`config.mk`:
```
export PLATFORM = sky130hd
export DESIGN_NAME = defender_input_ctrl
export DESIGN_NICKNAME = d
export VERILOG_FILES = /design/src/rtl/defender_input_pkg.sv /design/src/rtl/arcade_coin_pulse.sv /design/src/rtl/defender_input_ctrl.sv
export SDC_FILE = /design/constraint.sdc
export NUM_CORES = 1
export LEC_CHECK = 0
export CAP_MARGIN = 5
export CELL_PAD_IN_SITES_DETAIL_PLACEMENT = 1
export CELL_PAD_IN_SITES_GLOBAL_PLACEMENT = 2
export CORE_ASPECT_RATIO = 0.75
export CORE_MARGIN = 2
export CORE_UTILIZATION = 30
export DETAILED_ROUTE_END_ITERATION = 10
export GPL_TIMING_DRIVEN = 0
export PLACE_DENSITY = 0.9
export SLEW_MARGIN = 15
export SYNTH_ARGS = -nofsm -noshare
export SYNTH_HDL_FRONTEND = slang
export SYNTH_SLANG_ARGS = --single-unit
```
`constraint.sdc`:
```
create_clock -name clk_sys -period 2.7 [get_ports clk_sys]
set_input_delay 0.54 -clock clk_sys [delete_from_list [all_inputs] [get_ports clk_sys]]
set_output_delay 0.54 -clock clk_sys [all_outputs]
set_load 0.02 [all_outputs]
```
`src/rtl/defender_input_pkg.sv`:
```
`default_nettype none
// ============================================================================
//  Module      : defender_input_pkg
//  Description : Shared constants for the Defender input conditioning stage:
//                button indices, PS/2 scancodes, held-key indices, coin FSM
//                state type and the scancode-to-key decoder.
//  Revision    : 1.0  initial release
// ============================================================================
package defender_input_pkg;

    // Output button vector layout
    localparam int BTN_W                = 13;
    localparam int BTN_ADVANCE          = 0;
    localparam int BTN_AUTO_UP          = 1;
    localparam int BTN_HIGH_SCORE_RESET = 2;
    localparam int BTN_LEFT_COIN        = 3;
    localparam int BTN_ONE_PLAYER       = 4;
    localparam int BTN_TWO_PLAYERS      = 5;
    localparam int BTN_FIRE             = 6;
    localparam int BTN_THRUST           = 7;
    localparam int BTN_SMART_BOMB       = 8;
    localparam int BTN_HYPERSPACE       = 9;
    localparam int BTN_REVERSE          = 10;
    localparam int BTN_DOWN             = 11;
    localparam int BTN_UP               = 12;

    // PS/2 set-2 scancodes
    localparam logic [7:0] SC_UP     = 8'h75;
    localparam logic [7:0] SC_DOWN   = 8'h72;
    localparam logic [7:0] SC_LEFT   = 8'h6B;
    localparam logic [7:0] SC_RIGHT  = 8'h74;
    localparam logic [7:0] SC_LSHIFT = 8'h12;
    localparam logic [7:0] SC_RSHIFT = 8'h59;
    localparam logic [7:0] SC_SPACE  = 8'h29;
    localparam logic [7:0] SC_F1     = 8'h05;
    localparam logic [7:0] SC_F2     = 8'h06;
    localparam logic [7:0] SC_CTRL   = 8'h14;
    localparam logic [7:0] SC_W      = 8'h1D;
    localparam logic [7:0] SC_A      = 8'h1C;
    localparam logic [7:0] SC_U      = 8'h3C;
    localparam logic [7:0] SC_H      = 8'h33;
    localparam logic [7:0] SC_1      = 8'h16;
    localparam logic [7:0] SC_2      = 8'h1E;
    localparam logic [7:0] SC_5      = 8'h2E;
    localparam logic [7:0] SC_6      = 8'h36;

    // One held bit per physical key, so keys sharing a function overlap cleanly
    localparam int KEY_W      = 18;
    localparam int KEY_UP     = 0;
    localparam int KEY_DOWN   = 1;
    localparam int KEY_LEFT   = 2;
    localparam int KEY_RIGHT  = 3;
    localparam int KEY_LSHIFT = 4;
    localparam int KEY_RSHIFT = 5;
    localparam int KEY_SPACE  = 6;
    localparam int KEY_F1     = 7;
    localparam int KEY_F2     = 8;
    localparam int KEY_CTRL   = 9;
    localparam int KEY_W_KEY  = 10;
    localparam int KEY_A      = 11;
    localparam int KEY_U      = 12;
    localparam int KEY_H      = 13;
    localparam int KEY_1      = 14;
    localparam int KEY_2      = 15;
    localparam int KEY_5      = 16;
    localparam int KEY_6      = 17;

    // Coin pulse shaper states
    typedef enum logic [1:0] {
        IDLE  = 2'd0,
        PULSE = 2'd1,
        GAP   = 2'd2
    } coin_state_t;

    // One-hot key match for a scancode. Cursor keys and Ctrl accept either
    // E0 prefix state; every other key only matches the non-extended code.
    function automatic logic [KEY_W-1:0] key_decode(input logic ext, input logic [7:0] code);
        logic [KEY_W-1:0] hit;
        hit = '0;
        case (code)
            SC_UP:     hit[KEY_UP]     = 1'b1;
            SC_DOWN:   hit[KEY_DOWN]   = 1'b1;
            SC_LEFT:   hit[KEY_LEFT]   = 1'b1;
            SC_RIGHT:  hit[KEY_RIGHT]  = 1'b1;
            SC_CTRL:   hit[KEY_CTRL]   = 1'b1;
            SC_LSHIFT: hit[KEY_LSHIFT] = ~ext;
            SC_RSHIFT: hit[KEY_RSHIFT] = ~ext;
            SC_SPACE:  hit[KEY_SPACE]  = ~ext;
            SC_F1:     hit[KEY_F1]     = ~ext;
            SC_F2:     hit[KEY_F2]     = ~ext;
            SC_W:      hit[KEY_W_KEY]  = ~ext;
            SC_A:      hit[KEY_A]      = ~ext;
            SC_U:      hit[KEY_U]      = ~ext;
            SC_H:      hit[KEY_H]      = ~ext;
            SC_1:      hit[KEY_1]      = ~ext;
            SC_2:      hit[KEY_2]      = ~ext;
            SC_5:      hit[KEY_5]      = ~ext;
            SC_6:      hit[KEY_6]      = ~ext;
            default:   hit = '0;
        endcase
        return hit;
    endfunction

endpackage
`default_nettype wire

```
`src/rtl/arcade_coin_pulse.sv`:
```
`default_nettype none
// ============================================================================
//  Module      : arcade_coin_pulse
//  Description : Turns a level coin request into a fixed-width pulse followed
//                by a forced-low lockout gap. Only a fresh rising edge seen
//                while idle starts a pulse.
//  Revision    : 1.0  initial release
// ============================================================================
module arcade_coin_pulse
    import defender_input_pkg::*;
#(
    parameter int COIN_PULSE = 1_200_000,
    parameter int COIN_GAP   = 2_400_000
) (
    input  logic clk_sys,
    input  logic reset,
    input  logic req,
    output logic pulse
);

    localparam int CNT_MAX = (COIN_PULSE > COIN_GAP) ? COIN_PULSE : COIN_GAP;
    localparam int CNT_W   = (CNT_MAX > 1) ? $clog2(CNT_MAX) : 1;
    localparam logic [CNT_W-1:0] PULSE_LOAD = CNT_W'(COIN_PULSE - 1);
    localparam logic [CNT_W-1:0] GAP_LOAD   = CNT_W'(COIN_GAP - 1);

    coin_state_t      state_q, state_d;
    logic [CNT_W-1:0] cnt_q, cnt_d;
    logic             req_q, req_d;
    logic             w_req_rise;

    assign w_req_rise = req & ~req_q;

    // State register: FSM state, down-counter and request history
    always_ff @(posedge clk_sys) begin
        if (reset) begin
            state_q <= IDLE;
            cnt_q   <= '0;
            req_q   <= 1'b0;
        end else begin
            state_q <= state_d;
            cnt_q   <= cnt_d;
            req_q   <= req_d;
        end
    end

    // Next state: edges arriving outside IDLE are simply not looked at
    always_comb begin
        state_d = state_q;
        cnt_d   = cnt_q;
        req_d   = req;
        case (state_q)
            IDLE: begin
                if (w_req_rise) begin
                    state_d = PULSE;
                    cnt_d   = PULSE_LOAD;
                end
            end
            PULSE: begin
                if (cnt_q == '0) begin
                    state_d = GAP;
                    cnt_d   = GAP_LOAD;
                end else begin
                    cnt_d = cnt_q - 1'b1;
                end
            end
            GAP: begin
                if (cnt_q == '0) begin
                    state_d = IDLE;
                end else begin
                    cnt_d = cnt_q - 1'b1;
                end
            end
            default: begin
                state_d = IDLE;
                cnt_d   = '0;
            end
        endcase
    end

    // Output: coin line is high for exactly the cycles spent in PULSE
    always_comb begin
        pulse = (state_q == PULSE);
    end

endmodule
`default_nettype wire

```
`src/rtl/defender_input_ctrl.sv`:
```
`default_nettype none
// ============================================================================
//  Module      : defender_input_ctrl
//  Description : PS/2 key decoder, per-key held-state bank, joystick merge
//                and registered button vector for the Defender core. The
//                coin button is shaped by arcade_coin_pulse.
//  Revision    : 1.0  initial release
// ============================================================================
module defender_input_ctrl
    import defender_input_pkg::*;
#(
    parameter int COIN_PULSE = 1_200_000,
    parameter int COIN_GAP   = 2_400_000
) (
    input  logic              clk_sys,
    input  logic              reset,
    input  logic [10:0]       ps2_key,
    input  logic [15:0]       joystick_0,
    input  logic [15:0]       joystick_1,
    output logic [BTN_W-1:0]  btn
);

    logic             tog_q, tog_d;
    logic [KEY_W-1:0] key_q, key_d;
    logic [BTN_W-1:0] btn_q, btn_d;

    logic [15:0]      w_joy;
    logic             w_event;
    logic [KEY_W-1:0] w_key_hit;
    logic             w_coin_req;
    logic             w_coin_pulse;
    logic             w_unused;

    assign w_joy    = joystick_0 | joystick_1;
    assign w_unused = ^w_joy[15:10];

    // PS/2 decode: a toggle flip marks one event, which updates only the matching key
    always_comb begin
        tog_d     = ps2_key[10];
        w_event   = (ps2_key[10] != tog_q);
        w_key_hit = key_decode(ps2_key[8], ps2_key[7:0]);
        key_d     = key_q;
        for (int i = 0; i < KEY_W; i++) begin
            if (w_event && w_key_hit[i]) begin
                key_d[i] = ps2_key[9];
            end
        end
    end

    // Coin request: any coin key held or the joystick coin button
    always_comb begin
        w_coin_req = key_q[KEY_F1] | key_q[KEY_F2] | key_q[KEY_5] | key_q[KEY_6] | w_joy[9];
    end

    // Button equations from held keys and the merged joystick
    always_comb begin
        btn_d                       = '0;
        btn_d[BTN_ADVANCE]          = key_q[KEY_A];
        btn_d[BTN_AUTO_UP]          = key_q[KEY_U];
        btn_d[BTN_HIGH_SCORE_RESET] = key_q[KEY_H];
        btn_d[BTN_LEFT_COIN]        = w_coin_pulse;
        btn_d[BTN_ONE_PLAYER]       = key_q[KEY_F1] | key_q[KEY_1] | w_joy[8];
        btn_d[BTN_TWO_PLAYERS]      = key_q[KEY_F2] | key_q[KEY_2];
        btn_d[BTN_FIRE]             = key_q[KEY_SPACE] | w_joy[5];
        btn_d[BTN_THRUST]           = key_q[KEY_LEFT] | key_q[KEY_RIGHT] | w_joy[0] | w_joy[1];
        btn_d[BTN_SMART_BOMB]       = key_q[KEY_CTRL] | w_joy[6];
        btn_d[BTN_HYPERSPACE]       = key_q[KEY_W_KEY] | w_joy[7];
        btn_d[BTN_REVERSE]          = key_q[KEY_LSHIFT] | key_q[KEY_RSHIFT] | w_joy[4];
        btn_d[BTN_DOWN]             = key_q[KEY_DOWN] | w_joy[2];
        btn_d[BTN_UP]               = key_q[KEY_UP] | w_joy[3];
    end

    // Registers; reset samples the live toggle so no event is seen on release
    always_ff @(posedge clk_sys) begin
        if (reset) begin
            tog_q <= ps2_key[10];
            key_q <= '0;
            btn_q <= '0;
        end else begin
            tog_q <= tog_d;
            key_q <= key_d;
            btn_q <= btn_d;
        end
    end

    assign btn = btn_q;

    arcade_coin_pulse #(
        .COIN_PULSE (COIN_PULSE),
        .COIN_GAP   (COIN_GAP)
    ) u_coin (
        .clk_sys (clk_sys),
        .reset   (reset),
        .req     (w_coin_req),
        .pulse   (w_coin_pulse)
    );

endmodule
`default_nettype wire

```
# Word level (Yosys, flattened, before mapping)
# Index checks and enable logic that the tools add are counted.
# totals
reg_bits	57
latchBits	0
ramBits	0
rom_bits	0
out_inout_bits	13
wordCells	118
n_memories	0
# op_classes
addsub	1
mul	0
div_mod_pow	0
order_cmp	0
eq_ne	25
shifts	0
muxes	26
n_bitwise	21
reduce_logical	22
# op_table
op	n
22-bit 2-to-1 mux	3
22-bit one-hot mux with 3 select lines	1
8-bit by 5-bit == test with 1-bit output (second input constant)	6
8-bit by 6-bit == test with 1-bit output (second input constant)	5
8-bit by 7-bit == test with 1-bit output (second input constant)	5
22-bit logical NOT	1
22-bit by 1-bit subtractor with 22-bit output (second input constant)	1
1-bit logical AND	18
1-bit 2-to-1 mux	18
1-bit bitwise OR	17
8-bit by 3-bit == test with 1-bit output (second input constant)	2
10-bit bitwise OR	1
2-bit 2-to-1 mux	3
2-bit by 1-bit inequality test with 1-bit output (second input constant)	3
2-bit one-hot mux with 3 select lines	1
3-bit AND reduction	1
2-bit by 1-bit == test with 1-bit output (second input constant)	1
2-bit == test (second input constant)	1
2-bit logical NOT	1
2-bit inequality test (second input constant)	1
1-bit NOT	2
2-bit AND reduction	1
1-bit bitwise AND	1
1-bit inequality test	1

# Longest topological paths before layout
# Gate-level depths: netlist of the first run.
# depth
word_depth	7
mapped_depth	9
mapped_depth_nobuf	7

# Cells and area by module
# From an unflattened synthesis of the first run, not the netlist that was laid out.
# unflattened
hier_cells	361
area_unflattened_um2	3170.5
# by_module_without_submodules
module	n_inst	cells_per_inst	area_per_inst_um2	seq_area_each_um2
arcade_coin_pulse	1	222	1739.2	500.5
defender_input_ctrl	1	139	1431.4	640.6

# Worst setup path after synthesis of the first run
# OpenSTA, ideal clock, no wires.
# synth_path
path_kind	register to register
start	reg u_coin.cnt_q[12]
end	reg u_coin.cnt_q[7]
setup_ns	0.122
arrival_ns	2.301
required_time_ns	2.578
slack_ns	0.277
path_stages_with_launch	8
n_path_buf	2
synth_period_minus_slack_ns	2.423
cell_sequence	dfxtp_1 or4_1 buf_2 or4_1 buf_2 o31a_1 and3_1 a221o_1
# synth_between
elab_chain_cells	3
word_cells_on_any_way	5
# synth_lines
item	line	text
from (decl)	arcade_coin_pulse.sv:27	logic [CNT_W-1:0] cnt_q, cnt_d;
from (signal assigned)	arcade_coin_pulse.sv:41	cnt_q <= cnt_d;
22-bit logical NOT *	arcade_coin_pulse.sv:59, arcade_coin_pulse.sv:67	
22-bit 2-to-1 mux or 2-bit inequality test (tied branches)	n/a	
22-bit one-hot mux with 3 select lines or 2-bit AND reduction (tied branches)	n/a	
# Mark *: on every way between the ends. The rest lies on a longest branch, timed or not.
# A chain may end at the register's enable or synchronous reset.

# Worst setup path in the final report of the first run
# Ends and elaborated chain as after synthesis.

==> report_table.html, run 1 <==
<table>
<tr><th>Metric</th><th>Value</th></tr>
<tr><th colspan="2">Routing</th></tr>
<tr><td>Final WL</td><td>approximately 11000 µm</td></tr>
<tr><td>Antenna-violating nets left</td><td>0</td></tr>
<tr><td>Number of design-rule violations left by the first detailed-router iteration</td><td>between 200 and 300</td></tr>
<tr><td>Drt via density</td><td>approximately 5.7</td></tr>
<tr><td>Number of detailed-route iterations in the first pass</td><td>4</td></tr>
<tr><td>Vias</td><td>3219</td></tr>
<tr><td>Routed wirelength normalized by instance count</td><td>~19 µm</td></tr>
<tr><td>Number of DRC violations after detailed routing</td><td>0</td></tr>
<tr><th colspan="2">Placed design</th></tr>
<tr><td>GP Congestion</td><td>roughly 0.88</td></tr>
<tr><td># placed instances</td><td>around 550</td></tr>
<tr><td>Area post-placement</td><td>0.00358 mm²</td></tr>
<tr><td>Detailed Place HPWL</td><td>about 7400 µm</td></tr>
<tr><td>Number of input and output port buffers inserted</td><td>42</td></tr>
<tr><td>Post-Place Setup Slack</td><td>-0.244 ns</td></tr>
<tr><th colspan="2">Worst hold path</th></tr>
<tr><td>Worst hold stages</td><td>1</td></tr>
<tr><td>Min-Delay Path Class</td><td>flop to flop</td></tr>
<tr><th colspan="2">Worst setup path</th></tr>
<tr><td>Type of the worst setup path</td><td>flop to flop</td></tr>
<tr><td>Arr. time, crit path</td><td>2.82 ns</td></tr>
<tr><td>Capturing element type of the critical path</td><td>flop</td></tr>
<tr><td>Cells on worst reg2reg path</td><td>7</td></tr>
<tr><td>Max Fanout on Critical Path</td><td>7</td></tr>
<tr><td>Required time at the worst-slack endpoint</td><td>2.92 ns</td></tr>
<tr><td>Element type at the critical path start</td><td>flop</td></tr>
<tr><th colspan="2">Synth</th></tr>
<tr><td>Distinct cell type count after synthesis</td><td>62</td></tr>
<tr><td>Synth top area cells</td><td>sky130_fd_sc_hd__dfxtp_1 38%, sky130_fd_sc_hd__nor2_1 7.1%, sky130_fd_sc_hd__mux2i_1 5.7%</td></tr>
<tr><td>Predominant post-synthesis flop cell</td><td>sky130_fd_sc_hd__dfxtp_1</td></tr>
<tr><td>Synth warn</td><td>0</td></tr>
<tr><td>Area of the mapped netlist</td><td>0.00299 mm²</td></tr>
<tr><td>Share of synthesized flip-flops with an asynchronous set or reset</td><td>0%</td></tr>
<tr><td>Synthesized Nets</td><td>roughly 420</td></tr>
<tr><td>Mean cell area of the mapped netlist</td><td>8.02 µm²</td></tr>
<tr><td>Area leader, netlist</td><td>sky130_fd_sc_hd__dfxtp_1</td></tr>
<tr><td>Area fraction of the dominant cell type after synthesis</td><td>38.1%</td></tr>
<tr><td>Number of instances in the synthesized netlist</td><td>~370</td></tr>
<tr><td>Post-synth EDFFs</td><td>0</td></tr>
<tr><td>Portion of the post-synthesis area used by sequential elements</td><td>about two fifths</td></tr>
<tr><td>Yosys reg bits</td><td>57</td></tr>
<tr><th colspan="2">Pwr</th></tr>
<tr><td>Standby leakage power</td><td>around 1.4 nW</td></tr>
<tr><td>Tot Pwr</td><td>approximately 2.7 mW</td></tr>
<tr><td>Net Sw Frac</td><td>between 20% and 30%</td></tr>
<tr><td>Worst ir drop on vdd</td><td>roughly 0.00036 V</td></tr>
<tr><td>Pwr Density</td><td>685 mW/mm²</td></tr>
<tr><td>Clock power frac</td><td>49.1%</td></tr>
<tr><td>Switching component of the power</td><td>roughly 0.74 mW</td></tr>
<tr><td>Internal power</td><td>~2 mW</td></tr>
<tr><td>Combinational share of power</td><td>17.0%</td></tr>
<tr><td>Sequential fraction of design power</td><td>33.9%</td></tr>
<tr><th colspan="2">Floorplanning</th></tr>
<tr><td>Die footprint</td><td>between 0.01 and 0.015 mm²</td></tr>
<tr><td>Number of top-level pins</td><td>58</td></tr>
<tr><td>Die span in x</td><td>approximately 120 µm</td></tr>
<tr><td>Initial Util</td><td>a little under a third</td></tr>
<tr><td>Number of rows in the core area</td><td>31</td></tr>
<tr><td>Placeable core region</td><td>0.00970 mm²</td></tr>
<tr><td>Die height</td><td>approximately 91 µm</td></tr>
<tr><th colspan="2">STA</th></tr>
<tr><td>Final worst clock skew</td><td>0.00982 ns</td></tr>
<tr><td>Measured slew at the worst slew-check pin</td><td>roughly 0.81 ns</td></tr>
<tr><td>Sum of negative setup slack</td><td>0 ns</td></tr>
<tr><td>Time the final worst path needs with I/O delays and setup</td><td>between 2 and 3 ns</td></tr>
<tr><td>Final hold slack</td><td>between 0.4 and 0.5 ns</td></tr>
<tr><td>Period utilisation layout</td><td>between 90% and 100%</td></tr>
<tr><td>Final hold violation count</td><td>0</td></tr>
<tr><td>Minimum setup slack in the final design</td><td>0.0992 ns</td></tr>
<tr><td>Top achievable clock speed</td><td>384 MHz</td></tr>
<tr><td>Worst slew slack as a fraction of its limit</td><td>45.0%</td></tr>
<tr><td>Final number of max-transition violations</td><td>0</td></tr>
<tr><td>Total setup violations reported at the end of the flow</td><td>0</td></tr>
<tr><th colspan="2">Outcome</th></tr>
<tr><td>Result of the run</td><td>complete, no violations</td></tr>
<tr><th colspan="2">Global route</th></tr>
<tr><td>GR Util All Layers</td><td>20.0%</td></tr>
<tr><td>Pin count of the biggest net entering global routing</td><td>11</td></tr>
<tr><td>Global-route wire length before repair</td><td>17100 µm</td></tr>
<tr><td>Initial antenna violation count</td><td>0</td></tr>
<tr><td>Number of global-route vias before repair</td><td>~3100</td></tr>
<tr><td>Total congestion overflow</td><td>0</td></tr>
<tr><th colspan="2">Layout</th></tr>
<tr><td>Highest-count cells in the layout ignoring fill and taps</td><td>56 x sky130_fd_sc_hd__nor2_1, 56 x sky130_fd_sc_hd__dfxtp_1, 42 x sky130_fd_sc_hd__clkdlybuf4s50_1</td></tr>
<tr><td>Count of antenna diodes in the layout</td><td>0</td></tr>
<tr><td>Total Nets Final</td><td>~480</td></tr>
<tr><td>Fraction of layout cells with a size suffix above 1</td><td>a little under a tenth</td></tr>
<tr><td>Number of filler cells placed in the layout</td><td>1174</td></tr>
<tr><td>Area of the multi-input gates</td><td>approximately 0.0018 mm²</td></tr>
<tr><td>Final instance count without filler cells</td><td>about 570</td></tr>
<tr><td>Final standard cell utilization of the core</td><td>between 40% and 50%</td></tr>
<tr><td>Area growth from synthesis to layout</td><td>33.7%</td></tr>
<tr><td>Area of all placed cells without fillers</td><td>around 0.004 mm²</td></tr>
<tr><td>Register area</td><td>between 0.001 and 0.0015 mm²</td></tr>
<tr><th colspan="2">CTS</th></tr>
<tr><td>Level count of the clock H-tree</td><td>3</td></tr>
<tr><td>Number of buffers created by CTS</td><td>9</td></tr>
<tr><td>Root Buffer Master</td><td>sky130_fd_sc_hd__clkbuf_16</td></tr>
<tr><td>Count of hold-fix buffers inserted at cts</td><td>0</td></tr>
<tr><td>Clock-pin transition on the worst setup and hold timing paths</td><td>roughly 0.06 ns</td></tr>
<tr><td>Buffer depth of the longest clock path</td><td>2</td></tr>
<tr><td>Clk Latency, worst-skew pair</td><td>0.33 ns</td></tr>
<tr><td>Total clock sinks</td><td>57</td></tr>
<tr><td>Clock tree from TritonCTS</td><td>built</td></tr>
<tr><th colspan="2">Run</th></tr>
<tr><td>Total of max-cap violations</td><td>0</td></tr>
</table>
## metal layers
layer,track usage [%],share of wire (%)
met4,6.18,1.5
met2,29.5,44
met3,4.67,5.1
met1,28.7,49
met5,0,0
## cell type report
type / count / share of cell area (%)
buffer: 23 / 2.63
inverter: 8 / 0.750
clock buffer: 11 / 6.07
sequential: 57 / 28.5
multi-input combinational: 285 / 44.1
timing repair buffer: 46 / 11.3
clock inverter: 5 / 2.56
tap: 132 / 4.13
## final timing paths
| path | from | end | slack (ns) |
|---|---|---|---|
| max | u_coin.cnt_q[12] | u_coin.cnt_q[7] | 0.1 |
| min | key_q[11] | btn[0] | 0.47 |
| max reg2reg | u_coin.cnt_q[12] | u_coin.cnt_q[7] | 0.1 |
| min reg2reg | key_q[11] | btn[0] | 0.47 |
## cell usage after synthesis, drive strengths merged (6+ instances only)
cell,number
nor3,18
nand3,10
nor2,57
inv,7
or4,11
nand2,22
dfxtp,57
o21ai,15
nor2b,7
clkbuf,16
nor4,12
mux2i,17
a21oi,27
buf,7
nand4,6
nand2b,9
## power by group through the flow
| stage | Clock [mW] | Sequential [mW] | Combinational, mW |
|---|---|---|---|
| global placement | 0 | 0.939 | 0.419 |
| floorplan | 0 | 0.942 | 0.266 |
| detailed placement | 0 | 0.943 | 0.430 |
| CTS | 1.36 | 0.926 | 0.438 |
| global route | 1.40 | 0.935 | 0.509 |
| finish | 1.35 | 0.929 | 0.465 |
## flip-flops by register name, summed over array words and instances (netlist names)
| signal | flops |
|---|---|
| tog_q | 1 |
| u_coin.cnt_q | 22 |
| btn | 13 |
| key_q | 18 |
| u_coin.req_q | 1 |
| u_coin.state_q | 2 |
## what timing repair did
action | CTS | global route
pin swaps | 0 | 2
endpoints found under the setup margin | 17 | 18
setup buffers | 0 | 4
endpoints found under the hold margin | 0 | 0
gates resized for setup | 2 | 10
## cell families (layout without fill, tap and decap cells)
group / after synthesis / after routing / synth area share (%)
flops: 57 / 57 / 38.1
compound gates: 87 / 87 / 19.5
fa+ha+maj: 3 / 3 / 1.13
xor+xnor: 4 / 4 / 1.17
mux: 17 / 17 / 5.69
simple gates: 174 / 174 / 30.0
buf+inv: 31 / 93 / 4.35
## worst max-delay path, cell delays in order, from the launching register on
cell	delay, ns
sky130_fd_sc_hd__dfxtp_2	0.34
sky130_fd_sc_hd__or4_1	0.51
sky130_fd_sc_hd__buf_2	0.17
sky130_fd_sc_hd__or4_1	0.48
sky130_fd_sc_hd__buf_2	0.20
sky130_fd_sc_hd__o31a_1	0.34
sky130_fd_sc_hd__and3_1	0.21
sky130_fd_sc_hd__a221o_1	0.25
No activity file was read; power rests on OpenSTA's default activity.
==> run 2, diff against run 1 <==
Settings changed: ABC_AREA set to 1, CORE_UTILIZATION 30 to 28.
==> report_table.html, run 2 <==
<table>
<tr><th>Metric</th><th>Value</th></tr>
<tr><th colspan="2">Outcome</th></tr>
<tr><td>Result of the run</td><td>complete, no violations (unchanged)</td></tr>
<tr><th colspan="2">CTS</th></tr>
<tr><td>Number of instances resized during post-cts repair</td><td>0 (was 2)</td></tr>
<tr><td>Root Buffer Master</td><td>sky130_fd_sc_hd__clkbuf_16 (unchanged)</td></tr>
<tr><td>Buffers inserted by post-CTS timing repair</td><td>0 (unchanged)</td></tr>
<tr><td>Count of hold-fix buffers inserted at cts</td><td>0 (unchanged)</td></tr>
<tr><td>Level count of the clock H-tree</td><td>3 (unchanged)</td></tr>
<tr><td>Buffer depth of the longest clock path</td><td>2 (unchanged)</td></tr>
<tr><td>Clock tree from TritonCTS</td><td>built (unchanged)</td></tr>
<tr><td>Clk Latency, worst-skew pair</td><td>0.33 ns (about the same)</td></tr>
<tr><td>Number of buffers created by CTS</td><td>9 (unchanged)</td></tr>
<tr><td>Clock-pin transition on the worst setup and hold timing paths</td><td>0.05 ns (was 0.06 ns)</td></tr>
<tr><td>Total clock sinks</td><td>57 (unchanged)</td></tr>
<tr><th colspan="2">Layout</th></tr>
<tr><td>Area growth from synthesis to layout</td><td>33.4% (was 33.7%)</td></tr>
<tr><td>Register area</td><td>0.00114 mm² (about the same)</td></tr>
<tr><td>Most common library cell in the layout ignoring fill and taps</td><td>sky130_fd_sc_hd__nand2_1</td></tr>
<tr><td>Register ranked first by flip-flop count</td><td>u_coin.cnt_q (unchanged)</td></tr>
<tr><td>Highest-count cells in the layout ignoring fill and taps</td><td>90 x sky130_fd_sc_hd__nand2_1, 68 x sky130_fd_sc_hd__nor2_1, 57 x sky130_fd_sc_hd__dfxtp_1 (was 56 x sky130_fd_sc_hd__nor2_1, 56 x sky130_fd_sc_hd__dfxtp_1, 42 x sky130_fd_sc_hd__clkdlybuf4s50_1)</td></tr>
<tr><td>Number of filler cells placed in the layout</td><td>1230 (was 1174)</td></tr>
<tr><td>Max FFs per register</td><td>22 (unchanged)</td></tr>
<tr><td>Total Nets Final</td><td>516 (was 476)</td></tr>
<tr><td>Area of the multi-input gates</td><td>0.00142 mm² (was 0.00176 mm²)</td></tr>
<tr><td>Count of antenna diodes in the layout</td><td>0 (unchanged)</td></tr>
<tr><td>Fraction of layout cells with a size suffix above 1</td><td>4.84% (was 9.20%)</td></tr>
<tr><th colspan="2">Synth</th></tr>
<tr><td>Synthesized Nets</td><td>461 (was 419)</td></tr>
<tr><td>Area of the mapped netlist</td><td>0.00282 mm² (was 0.00299 mm²)</td></tr>
<tr><td>Synth warn</td><td>0 (unchanged)</td></tr>
<tr><td>Cell with the most instances after synthesis</td><td>sky130_fd_sc_hd__nand2_1</td></tr>
<tr><td>Number of instances in the synthesized netlist</td><td>415 (was 373)</td></tr>
<tr><td>Portion of the post-synthesis area used by sequential elements</td><td>40.5% (was 38.1%)</td></tr>
<tr><td>Mean cell area of the mapped netlist</td><td>6.79 µm² (was 8.02 µm²)</td></tr>
<tr><td>Post-synth EDFFs</td><td>0 (unchanged)</td></tr>
<tr><td>Commonest cells in the synthesized netlist</td><td>90 x sky130_fd_sc_hd__nand2_1, 68 x sky130_fd_sc_hd__nor2_1, 57 x sky130_fd_sc_hd__dfxtp_1, 52 x sky130_fd_sc_hd__inv_1, 42 x sky130_fd_sc_hd__a21oi_1 (was 57 x sky130_fd_sc_hd__dfxtp_1, 57 x sky130_fd_sc_hd__nor2_1, 27 x sky130_fd_sc_hd__a21oi_1, 22 x sky130_fd_sc_hd__nand2_1, 18 x sky130_fd_sc_hd__nor3_1)</td></tr>
<tr><td>Yosys reg bits</td><td>57 (unchanged)</td></tr>
<tr><td>Area fraction of the dominant cell type after synthesis</td><td>40.5% (was 38.1%)</td></tr>
<tr><td>Predominant post-synthesis flop cell</td><td>sky130_fd_sc_hd__dfxtp_1 (unchanged)</td></tr>
<tr><td>Share of synthesized flip-flops with an asynchronous set or reset</td><td>0% (unchanged)</td></tr>
<tr><td>Area leader, netlist</td><td>sky130_fd_sc_hd__dfxtp_1 (unchanged)</td></tr>
<tr><td>Synth top area cells</td><td>sky130_fd_sc_hd__dfxtp_1 40%, sky130_fd_sc_hd__nand2_1 12%, sky130_fd_sc_hd__nor2_1 9.1% (was sky130_fd_sc_hd__dfxtp_1 38%, sky130_fd_sc_hd__nor2_1 7.1%, sky130_fd_sc_hd__mux2i_1 5.7%)</td></tr>
<tr><td>Distinct cell type count after synthesis</td><td>28 (was 62)</td></tr>
<tr><th colspan="2">Placed design</th></tr>
<tr><td>Number of input and output port buffers inserted</td><td>44 (was 42)</td></tr>
<tr><td>GP Congestion</td><td>0.899 (was 0.884)</td></tr>
<tr><td>Detailed Place HPWL</td><td>6900 µm (was 7390 µm)</td></tr>
<tr><th colspan="2">Pwr</th></tr>
<tr><td>Clock power frac</td><td>47.4% (was 49.1%)</td></tr>
<tr><td>Pwr Density</td><td>730 mW/mm² (was 685 mW/mm²)</td></tr>
<tr><td>Worst ir drop on vdd</td><td>0.000419 V (was 0.000359 V)</td></tr>
<tr><td>Internal power</td><td>1.98 mW (was 2.00 mW)</td></tr>
<tr><td>Switching component of the power</td><td>0.762 mW (was 0.739 mW)</td></tr>
<tr><td>Net Sw Frac</td><td>27.8% (was 27.0%)</td></tr>
<tr><td>Sequential fraction of design power</td><td>34.2% (was 33.9%)</td></tr>
<tr><td>Standby leakage power</td><td>1.56 nW (was 1.39 nW)</td></tr>
<tr><td>Tot Pwr</td><td>2.74 mW (about the same)</td></tr>
<tr><td>Combinational share of power</td><td>18.4% (was 17.0%)</td></tr>
<tr><th colspan="2">Routing</th></tr>
<tr><td>Number of design-rule violations left by the first detailed-router iteration</td><td>215 (was 287)</td></tr>
<tr><td>Routed wirelength normalized by instance count</td><td>15.0 µm (was 18.6 µm)</td></tr>
<tr><td>Final WL</td><td>9090 µm (was 10500 µm)</td></tr>
<tr><td>Drt via density</td><td>4.82 (was 5.68)</td></tr>
<tr><td>Antenna-violating nets left</td><td>0 (unchanged)</td></tr>
<tr><td>Number of DRC violations after detailed routing</td><td>0 (unchanged)</td></tr>
<tr><td>Vias</td><td>2925 (was 3219)</td></tr>
<tr><td>Number of detailed-route iterations in the first pass</td><td>4 (unchanged)</td></tr>
<tr><th colspan="2">Worst setup path</th></tr>
<tr><td>Maximum single-stage delay on the critical path</td><td>0.62 ns (was 0.51 ns)</td></tr>
<tr><td>Type of the worst setup path</td><td>input port to flop (was flop to flop)</td></tr>
<tr><td>Cell-by-cell listing of the critical path</td><td>clkdlybuf4s50_1 &gt; xor2_1 &gt; nand2_1 &gt; nor4_1 &gt; nand2_1 &gt; o21ai_0 &gt; nor2_1 (was or4_1 &gt; buf_2 &gt; or4_1 &gt; buf_2 &gt; o31a_1 &gt; and3_1 &gt; a221o_1)</td></tr>
<tr><td>Capturing element type of the critical path</td><td>flop (unchanged)</td></tr>
<tr><td>Element type at the critical path start</td><td>input port (was flop)</td></tr>
<tr><td>CP delay by family, top</td><td>simple AND/OR/NAND/NOR gates (unchanged)</td></tr>
<tr><td>Max Fanout on Critical Path</td><td>5 (was 7)</td></tr>
<tr><td>Arr. time, crit path</td><td>2.51 ns (was 2.82 ns)</td></tr>
<tr><td>Required time at the worst-slack endpoint</td><td>2.92 ns (about the same)</td></tr>
<tr><td>Cells on worst reg2reg path</td><td>9 (was 7)</td></tr>
<tr><td>Critical path's slowest cell</td><td>sky130_fd_sc_hd__nor4_1 (was sky130_fd_sc_hd__or4_1)</td></tr>
<tr><td>CP Buf/Inv Count</td><td>1 (was 2)</td></tr>
<tr><td>Most frequent cell on the critical path</td><td>sky130_fd_sc_hd__nand2_1</td></tr>
<tr><td>Total stage count of the critical path</td><td>7 (unchanged)</td></tr>
<tr><th colspan="2">Run</th></tr>
<tr><td>Total of max-cap violations</td><td>0 (unchanged)</td></tr>
<tr><th colspan="2">STA</th></tr>
<tr><td>Final hold violation count</td><td>0 (unchanged)</td></tr>
<tr><td>Top achievable clock speed</td><td>436 MHz (was 384 MHz)</td></tr>
<tr><td>Time the final worst path needs with I/O delays and setup</td><td>2.29 ns (was 2.60 ns)</td></tr>
<tr><td>Worst slew slack as a fraction of its limit</td><td>40.1% (was 45.0%)</td></tr>
<tr><td>Measured slew at the worst slew-check pin</td><td>0.890 ns (was 0.814 ns)</td></tr>
<tr><td>Final worst clock skew</td><td>0.00641 ns (was 0.00982 ns)</td></tr>
<tr><td>Period utilisation layout</td><td>84.9% (was 96.3%)</td></tr>
<tr><td>Sum of negative setup slack</td><td>0 ns (unchanged)</td></tr>
<tr><td>Final number of max-transition violations</td><td>0 (unchanged)</td></tr>
<tr><td>Unrepaired setup endpoints after global routing</td><td>no</td></tr>
<tr><td>Total setup violations reported at the end of the flow</td><td>0 (unchanged)</td></tr>
<tr><th colspan="2">Global route</th></tr>
<tr><td>GR Util All Layers</td><td>18.1% (was 20.0%)</td></tr>
<tr><td>Initial antenna violation count</td><td>0 (unchanged)</td></tr>
<tr><td>Pin count of the biggest net entering global routing</td><td>11 (unchanged)</td></tr>
<tr><td>Number of global-route vias before repair</td><td>2988 (was 3122)</td></tr>
<tr><td>Global-route wire length before repair</td><td>15200 µm (was 17100 µm)</td></tr>
<tr><td>Total congestion overflow</td><td>0 (unchanged)</td></tr>
<tr><th colspan="2">Worst hold path</th></tr>
<tr><td>Min-Delay Path Class</td><td>flop to flop (unchanged)</td></tr>
<tr><td>Worst hold stages</td><td>2 (was 1)</td></tr>
<tr><th colspan="2">Floorplanning</th></tr>
<tr><td>Placeable core region</td><td>0.00974 mm² (was 0.00970 mm²)</td></tr>
<tr><td>Die height</td><td>90.9 µm (was 90.5 µm)</td></tr>
<tr><td>Die footprint</td><td>0.0109 mm² (was 0.0108 mm²)</td></tr>
<tr><td>Initial Util</td><td>29.0% (was 30.9%)</td></tr>
<tr><td>Number of rows in the core area</td><td>31 (unchanged)</td></tr>
<tr><td>Die span in x</td><td>120 µm (was 119 µm)</td></tr>
<tr><td>Number of top-level pins</td><td>58 (unchanged)</td></tr>
</table>
-- run 2: cell types whose count changed after synthesis, moves of 6 or more --
cell | before | now
sky130_fd_sc_hd__mux2i_1 | 17 | 0
sky130_fd_sc_hd__nor2_1 | 57 | 68
sky130_fd_sc_hd__nor2b_1 | 7 | 0
sky130_fd_sc_hd__inv_1 | 7 | 52
sky130_fd_sc_hd__xor2_1 | 1 | 10
sky130_fd_sc_hd__a21oi_1 | 27 | 42
sky130_fd_sc_hd__nor3_1 | 18 | 11
sky130_fd_sc_hd__nand2b_1 | 9 | 0
sky130_fd_sc_hd__o21ai_0 | 15 | 27
sky130_fd_sc_hd__clkbuf_1 | 16 | 5
sky130_fd_sc_hd__or4_1 | 11 | 1
sky130_fd_sc_hd__nand3_1 | 10 | 16
sky130_fd_sc_hd__nand2_1 | 22 | 90
-- run 2: cell families (layout without fill, tap and decap cells) --
logic type | count (synthesis) | count (layout) | synth area share (%)
AOI/OAI and AO/OA | 78 | 78 | 14.9
buffers and inverters | 61 | 121 | 9.01
DFF | 57 | 57 | 40.5
xor gates and xnor gates | 12 | 12 | 3.73
adders and majority gates | 1 | 1 | 0.444
and+or+nand+nor | 206 | 206 | 31.5
-- run 2: worst paths after layout --
| kind | start | end | slack [ns] |
|---|---|---|---|
| max | ps2_key[10] | key_q[6] | 0.41 |
| min | key_q[12] | btn[1] | 0.43 |
| max reg2reg | u_coin.cnt_q[0] | u_coin.cnt_q[15] | 0.41 |
| min reg2reg | key_q[12] | btn[1] | 0.43 |
-- run 2: through the flow --
step | hold slack (ns) | setup slack, ns | util [%] | cells | instance area [µm²]
5_1_grt | 0.464 | 0.130 | 38.6 | 607 | 3760
4_1_cts | 0.437 | 0.413 | 38.6 | 607 | 3760
3_3_place_gp | 0.420 | 0.147 | 35.2 | 591 | 3420
2_1_floorplan | 0.403 | 1.01 | - | 415 | 2820
3_5_place_dp | 0.429 | 0.0787 | 35.2 | 591 | 3420
6_report | 0.431 | 0.407 | 38.6 | 607 | 3760
-- run 2: tightest hold or removal path, cell delays in order (launching register included) --
cell,delay [ns]
sky130_fd_sc_hd__dfxtp_1,0.29
sky130_fd_sc_hd__inv_1,0.06
sky130_fd_sc_hd__nor2_1,0.04
-- run 2: final cells by class --
| cell class | instances | share of cell area [%] |
|---|---|---|
| multi-input cells | 297 | 37.9 |
| flip-flops and latches | 57 | 30.3 |
| repair buffers | 44 | 11.7 |
| clock buffers | 11 | 6.19 |
| inverters | 52 | 5.19 |
| well taps | 132 | 4.39 |
| clock inverters | 5 | 2.76 |
| plain buffers | 9 | 1.56 |
-- run 2: power by group through the flow --
stage / clock network (mW) / registers [mW] / logic [mW]
after floorplan: 0 / 0.956 / 0.317
after global placement: 0 / 0.953 / 0.485
after detailed placement: 0 / 0.955 / 0.502
after CTS: 1.33 / 0.938 / 0.507
after global routing: 1.37 / 0.944 / 0.571
final: 1.30 / 0.938 / 0.506
-- run 2: per-layer routing --
metal | up-vias | wire length (µm) | track usage (%)
li1 | 1460 | - | -
met1 | 1404 | 4730 | 25.4
met2 | 56 | 3820 | 26.3
met3 | 5 | 458 | 5.68
met4 | 0 | 85 | 5.49
met5 | - | 0 | 0
